**config.mk**
```make
export PLATFORM = sky130hd
export DESIGN_NAME = keycode_packer_flat
export DESIGN_NICKNAME = d
export VERILOG_FILES = /design/src/rtl/keycode_packer_if.sv /design/src/rtl/keycode_packer.sv /design/src/flat_wrapper.sv
export SDC_FILE = /design/constraint.sdc
export NUM_CORES = 1
export LEC_CHECK = 0
export ABC_AREA = 1
export BUFFER_PORTS_ARGS = -buffer_cell sky130_fd_sc_hd__buf_4
export CAP_MARGIN = 10
export CORE_ASPECT_RATIO = 1.4
export CORE_MARGIN = 2
export CORE_UTILIZATION = 42
export CTS_CLUSTER_SIZE = 25
export DETAILED_ROUTE_END_ITERATION = 8
export GPL_TIMING_DRIVEN = 0
export PLACE_DENSITY = 0.6
export SLEW_MARGIN = 20
export SYNTH_ARGS = -nofsm -noshare
export SYNTH_HDL_FRONTEND = slang
export SYNTH_SLANG_ARGS = --single-unit
```
**constraint.sdc**
```tcl
create_clock -name Clk -period 3.12 [get_ports Clk]
set_input_delay 0.468 -clock Clk [delete_from_list [all_inputs] [get_ports Clk]]
set_output_delay 0.468 -clock Clk [all_outputs]
set_load 0.01 [all_outputs]
```
**src/rtl/keycode_packer_if.sv**
```systemverilog
// Key-event handshake between an event source (master) and the keycode packer (slave).
// An event transfers on a rising clock edge where ev_valid and ev_ready are both high.
interface keycode_packer_if #(
  parameter int CODE_W = 8
);
  logic              ev_valid;
  logic              ev_ready;
  logic [CODE_W-1:0] ev_code;
  logic              ev_make;

  modport master (output ev_valid, output ev_code, output ev_make, input ev_ready);
  modport slave  (input ev_valid, input ev_code, input ev_make, output ev_ready);
endinterface

```
**src/rtl/keycode_packer.sv**
```systemverilog
// Packs a stream of key press/release events into a duplicate-free, left-compacted
// NUM_SLOTS x CODE_W keycode vector and strobes report_valid whenever the vector changes.
module keycode_packer #(
  parameter int NUM_SLOTS = 4,
  parameter int CODE_W    = 8,
  localparam int CNT_W    = $clog2(NUM_SLOTS + 1),
  localparam int IDX_W    = $clog2(NUM_SLOTS)
) (
  input  logic                        Clk,
  input  logic                        Reset_n,
  keycode_packer_if.slave             ev,
  input  logic                        clear,
  output logic [NUM_SLOTS*CODE_W-1:0] keycode,
  output logic                        report_valid,
  output logic                        overflow,
  output logic [CNT_W-1:0]            count
);

  typedef enum logic [1:0] {
    S_IDLE    = 2'd0,
    S_APPLY   = 2'd1,
    S_COMPACT = 2'd2,
    S_REPORT  = 2'd3
  } state_e;

  typedef logic [NUM_SLOTS-1:0][CODE_W-1:0] table_t;

  state_e                      state_q, state_d;
  table_t                      tbl_q, tbl_d;
  logic [CNT_W-1:0]            count_q, count_d;
  logic [IDX_W-1:0]            idx_q, idx_d;
  logic [CODE_W-1:0]           code_q, code_d;
  logic                        make_q, make_d;
  logic [NUM_SLOTS*CODE_W-1:0] keycode_q, keycode_d;
  logic                        report_q, report_d;
  logic                        ovf_s;
  logic [IDX_W:0]              found_s;
  logic                        hit_s;
  logic [IDX_W-1:0]            hidx_s;
  logic [IDX_W-1:0]            idx_nxt_s;

  // Returns {hit, lowest matching slot}; empty slots hold 00 and code 00 is filtered earlier.
  function automatic logic [IDX_W:0] find_slot(input table_t t, input logic [CODE_W-1:0] c);
    logic [IDX_W:0] r;
    r = '0;
    for (int i = NUM_SLOTS - 1; i >= 0; i--) begin
      if (t[i] == c) begin
        r = {1'b1, IDX_W'(i)};
      end else begin
        r = r;
      end
    end
    return r;
  endfunction

  assign found_s   = find_slot(tbl_q, code_q);
  assign hit_s     = found_s[IDX_W];
  assign hidx_s    = found_s[IDX_W-1:0];
  assign idx_nxt_s = idx_q + IDX_W'(1);

  assign ev.ev_ready  = Reset_n & (state_q == S_IDLE) & ~clear;
  assign keycode      = keycode_q;
  assign report_valid = report_q;
  assign overflow     = ovf_s;
  assign count        = count_q;

  // Next-state, slot-table and output-register computation.
  always_comb begin
    state_d = state_q;
    tbl_d   = tbl_q;
    count_d = count_q;
    idx_d   = idx_q;
    code_d  = code_q;
    make_d  = make_q;
    ovf_s   = 1'b0;

    if (clear) begin
      // Flush wins over everything, including an overflow decided in this same cycle.
      tbl_d   = '0;
      count_d = '0;
      idx_d   = '0;
      state_d = S_REPORT;
    end else begin
      case (state_q)
        S_IDLE: begin
          if (ev.ev_valid) begin
            code_d  = ev.ev_code;
            make_d  = ev.ev_make;
            state_d = S_APPLY;
          end else begin
            state_d = S_IDLE;
          end
        end
        S_APPLY: begin
          if (code_q == CODE_W'(0)) begin
            state_d = S_IDLE;
          end else if (make_q) begin
            if (hit_s) begin
              state_d = S_IDLE;
            end else if (count_q < CNT_W'(NUM_SLOTS)) begin
              tbl_d[count_q[IDX_W-1:0]] = code_q;
              count_d = count_q + CNT_W'(1);
              state_d = S_REPORT;
            end else begin
              ovf_s   = 1'b1;
              state_d = S_IDLE;
            end
          end else begin
            if (!hit_s) begin
              state_d = S_IDLE;
            end else begin
              tbl_d[hidx_s] = CODE_W'(0);
              count_d = count_q - CNT_W'(1);
              idx_d   = hidx_s;
              // Releasing the last occupied slot leaves nothing to close up.
              if (CNT_W'(hidx_s) == count_q - CNT_W'(1)) begin
                state_d = S_REPORT;
              end else begin
                state_d = S_COMPACT;
              end
            end
          end
        end
        S_COMPACT: begin
          // count_q already holds the post-release count, i.e. the index of the last hole.
          tbl_d[idx_q]     = tbl_q[idx_nxt_s];
          tbl_d[idx_nxt_s] = CODE_W'(0);
          idx_d            = idx_nxt_s;
          if (CNT_W'(idx_nxt_s) == count_q) begin
            state_d = S_REPORT;
          end else begin
            state_d = S_COMPACT;
          end
        end
        S_REPORT: begin
          state_d = S_IDLE;
        end
        default: begin
          state_d = S_IDLE;
        end
      endcase
    end

    report_d = (state_d == S_REPORT);
    if (report_d) begin
      keycode_d = tbl_d;
    end else begin
      keycode_d = keycode_q;
    end
  end

  // All state registers with asynchronous active-low reset.
  always_ff @(posedge Clk or negedge Reset_n) begin
    if (!Reset_n) begin
      state_q   <= S_IDLE;
      tbl_q     <= '0;
      count_q   <= '0;
      idx_q     <= '0;
      code_q    <= '0;
      make_q    <= 1'b0;
      keycode_q <= '0;
      report_q  <= 1'b0;
    end else begin
      state_q   <= state_d;
      tbl_q     <= tbl_d;
      count_q   <= count_d;
      idx_q     <= idx_d;
      code_q    <= code_d;
      make_q    <= make_d;
      keycode_q <= keycode_d;
      report_q  <= report_d;
    end
  end

endmodule

```
**src/flat_wrapper.sv**
```systemverilog
// flat-port wrapper written by rule: the top's interface ports become plain ports
module keycode_packer_flat 
#(
  parameter int NUM_SLOTS = 4,
  parameter int CODE_W    = 8,
  localparam int CNT_W    = $clog2(NUM_SLOTS + 1),
  localparam int IDX_W    = $clog2(NUM_SLOTS)
)
  (Clk, Reset_n, clear, keycode, report_valid, overflow, count, ev_ev_valid, ev_ev_code, ev_ev_make, ev_ev_ready);
  keycode_packer_if #(.CODE_W(CODE_W)) ev_i ();
  input  logic Clk;
  input  logic Reset_n;
  input  logic clear;
  output logic [NUM_SLOTS*CODE_W-1:0] keycode;
  output logic report_valid;
  output logic overflow;
  output logic [CNT_W-1:0] count;
  input wire logic [$bits(ev_i.ev_valid)-1:0] ev_ev_valid;
  input wire logic [$bits(ev_i.ev_code)-1:0] ev_ev_code;
  input wire logic [$bits(ev_i.ev_make)-1:0] ev_ev_make;
  output wire logic [$bits(ev_i.ev_ready)-1:0] ev_ev_ready;
  assign ev_i.ev_valid = ev_ev_valid;
  assign ev_i.ev_code = ev_ev_code;
  assign ev_i.ev_make = ev_ev_make;
  assign ev_ev_ready = ev_i.ev_ready;
  keycode_packer #(.NUM_SLOTS(NUM_SLOTS), .CODE_W(CODE_W)) u_core (.Clk(Clk), .Reset_n(Reset_n), .ev(ev_i), .clear(clear), .keycode(keycode), .report_valid(report_valid), .overflow(overflow), .count(count));
endmodule
```
==> flow_summary.ini <==
[synth]
muxShareOfSynthArea_pct = 0.1414
synth_fa_ha_area_share_pct = 2.122
synthCells = 1149
ys_ff_latch = 81
synthTopCellsByArea = dfrtp_1 (29%), nand2_1 (17%), o21ai_0 (9.6%), a21oi_1 (7.9%), nor2_1 (7.3%)
yosysWarnings = 0
syn_nets = 1174
avgSynthCellArea_um2 = 6.159
synth.distinct_cells = 34
synth_top_cell_area_share_pct = 28.64
yosys.area_share.simple_pct = 33.54
yosysTopAreaCell = dfrtp_1
synth_area_um2 = 7077
synth_top_family_by_area = simple AND/OR/NAND/NOR gates
synth_compound_area_share_pct = 23.85
synthXorXnorAreaFrac_pct = 0.8663
synth.yosys.seq_area_share_pct = 28.64

[floorplanning]
coreArea_um2 = 16610
die_w_um = 113.7
die-area_um2 = 17920
pin_count = 51
initial_core_util_pct = 42.62
std_cell_rows = 56
die_h_um = 157.6

[drt]
vias = 7921
drtIter0Drc = 747
vias_per_cell = 5.610
drc = 0
drt_first_pass_iters = 5
antenna_left = 0
drt-total-wl_um = 28090
avgRoutedWirePerCell_um = 19.89

[setup_path]
worstPathMaxFanout = 19
endpoint_kind = primary output
critPathRequiredTime_ps = 2650
r2r-start = u_core.code_q[0]
path_class = reg2out
crit_arrival_ps = 2530
cp-start-kind = flop
startpoint = u_core.code_q[0]

[final_layout]
ff_latch_area_um2 = 2028
fin_nets = 1231
num_antenna_cells = 0
final_util_pct = 48.12
drive_gt1_share_pct = 14.23
area.growth.synth_to_final_pct = 12.92
fillers = 1811
multi_input_area_um2 = 4317

[power_and_ir_drop]
power_per_cell_area_nw_per_um2 = 891.4
p_leak_uw = 0.003661
ir_worst_vdd_mv = 0.3544

[placed_design]
gp_congestion = 0.9744
hpwlAfterDp_um = 20890
portBuffers = 50

[sta]
finalCritPeriodShare_pct = 95.95
finalMaxSlewViolations = 0
min_period_ps = 2994
fmax_ghz = 0.3340
hold_viol = 0
setup_viol = 0
fin_tns_setup_ps = 0
rsz0062_at_grt = false
slew_headroom_pct = 49.57
finalClockSkew_ps = 10.54
worst-slew-pin-transition_ps = 756.4

[cts]
cts_made_buffers = 9
postCtsSetupBuffers = 0
cts_resized = 8
root_buffer = clkbuf_16
cts_buffer_depth = 2
cts_num_sinks = 81
cts_tree = done
hold_buffers = 0
htreeDepth = 3
clkLatencyLatePin_ps = 360
cts.clk_slew.worst_paths_ps = 70

[global_route]
grt_max_degree = 83
grt_pass1_wl_um = 43080
antenna_found_initial = 0
grt-ovfl-total = 0
grt_pass1_vias = 7357
grtUsageTotal_pct = 32.09

[flow_run]
maxCapViolations = 0

[run_status]
status = complete, no violations

[worst_hold_path]
holdCritPathClass = in2async
[report_power, final]
part           internal (uW)  switching (uW)
combinational           1440            2950
clock                    530             469
sequential              1400             328
[sequential cells by signal (all words and copies together) (netlist names)]
register and count:
u_core.code_q 8, u_core.count 3, u_core.idx_q 2, u_core.keycode 32, u_core.make_q 1, u_core.report_valid 1
u_core.state_q 2, u_core.tbl_q 32
[final timing paths]
kind,slack [ps],depth (start not counted),to
worst max-delay path,130,8,overflow
worst max register to register,180,12,u_core.keycode[24]
worst min register to register,470,2,u_core.keycode[5]
min in group Clk,350,3,u_core.make_q
max in group asynchronous,2430,1,u_core.keycode[7]
worst min-delay path,140,1,u_core.report_valid
[kinds of logic after synthesis]
logic type,count (synthesis)
compound gates,312
xor+xnor,7
fa+ha+maj,12
buf+inv,166
flops,81
mux,1
simple gates,570
[synth_stat cells]
library cell / instances
inv_2: 11
nand3_1: 78
a211oi_1: 32
nand2_4: 4
nand2_1: 321
nor3_1: 3
ha_1: 12
buf_6: 11
buf_1: 8
xnor2_1: 7
nand3_2: 2
or2_2: 4
nor2_4: 4
o2111ai_1: 1
a21oi_2: 10
o22ai_1: 2
nand4_1: 1
nor2_2: 2
buf_2: 23
o21ai_1: 19
nand2_2: 12
clkinv_1: 1
inv_1: 51
nor3_4: 1
mux2i_1: 1
inv_4: 1
o211ai_1: 1
o21ai_0: 136
clkbuf_1: 50
clkbuf_2: 3
a21oi_1: 111
buf_4: 7
nor2_1: 138
dfrtp_1: 81
[cell type report]
class / count / share of cell area, %
flip-flops and latches: 81 / 25.38
clock buffers: 9 / 2.818
multi-input cells: 902 / 54.02
well taps: 203 / 3.178
plain buffers: 98 / 6.404
repair buffers: 50 / 4.744
clock inverters: 5 / 0.4227
inverters: 64 / 3.037
[layer usage]
metal | up-vias | share of wire [%] | global-route usage [%]
met4 | 0 | 6.1 | 20.09
met1 | 3714 | 41 | 40.65
met5 | - | 0 | 0
met3 | 84 | 5.1 | 4.518
li1 | 3880 | - | -
met2 | 243 | 47 | 51.53
[worst max-delay path, cell delays in order, from the launching register on]
cell	delay [ps]
dfrtp_1	530
inv_2	290
nand4_1	230
nor2_1	360
inv_1	100
buf_2	290
nand3_1	130
nor3_1	60
buf_4	170
[metrics by stage]
stage | cells | total power [uW] | hold slack, ps | area [um^2] | setup WS [ps]
5_1_grt | 1412 | 7642 | 229.6 | 7991 | 22.55
4_1_cts | 1413 | 7055 | 340.8 | 7978 | 43.78
3_5_place_dp | 1402 | 6017 | 459.7 | 7706 | -429.9
3_3_place_gp | 1402 | 5982 | 456.9 | 7706 | -469.5
2_1_floorplan | 1149 | 4465 | 172.4 | 7077 | 616.9
6_report | 1412 | 7124 | 144.2 | 7991 | 126.4
[layout by cell type, fill, tap and decap left out, types with 2 or more instances in the layout]
cell type   Yosys  routed
buf_1           8       8
ha_2            0       2
a211oi_1       32      32
nor2_4          4       4
nand3_1        78      78
a21oi_1       111     111
clkbuf_16       0       9
ha_1           12      10
clkinv_2        0       2
or2_2           4       4
nand2_1       321     321
clkinvlp_4      0       2
buf_4           7      56
clkbuf_2        3       5
nor2_2          2       3
o22ai_1         2       2
inv_2          11      11
nor3_1          3       3
nand2_2        12      12
o21ai_2         0       7
buf_6          11      12
o21ai_1        19      12
inv_1          51      51
buf_2          23      23
nand2_4         4       4
nor2_1        138     137
nand3_2         2       2
dfrtp_1        81      80
o21ai_0       136     136
xnor2_1         7       7
a21oi_2        10      10
clkbuf_1       50      44
No activity file was read; power rests on OpenSTA's default activity.
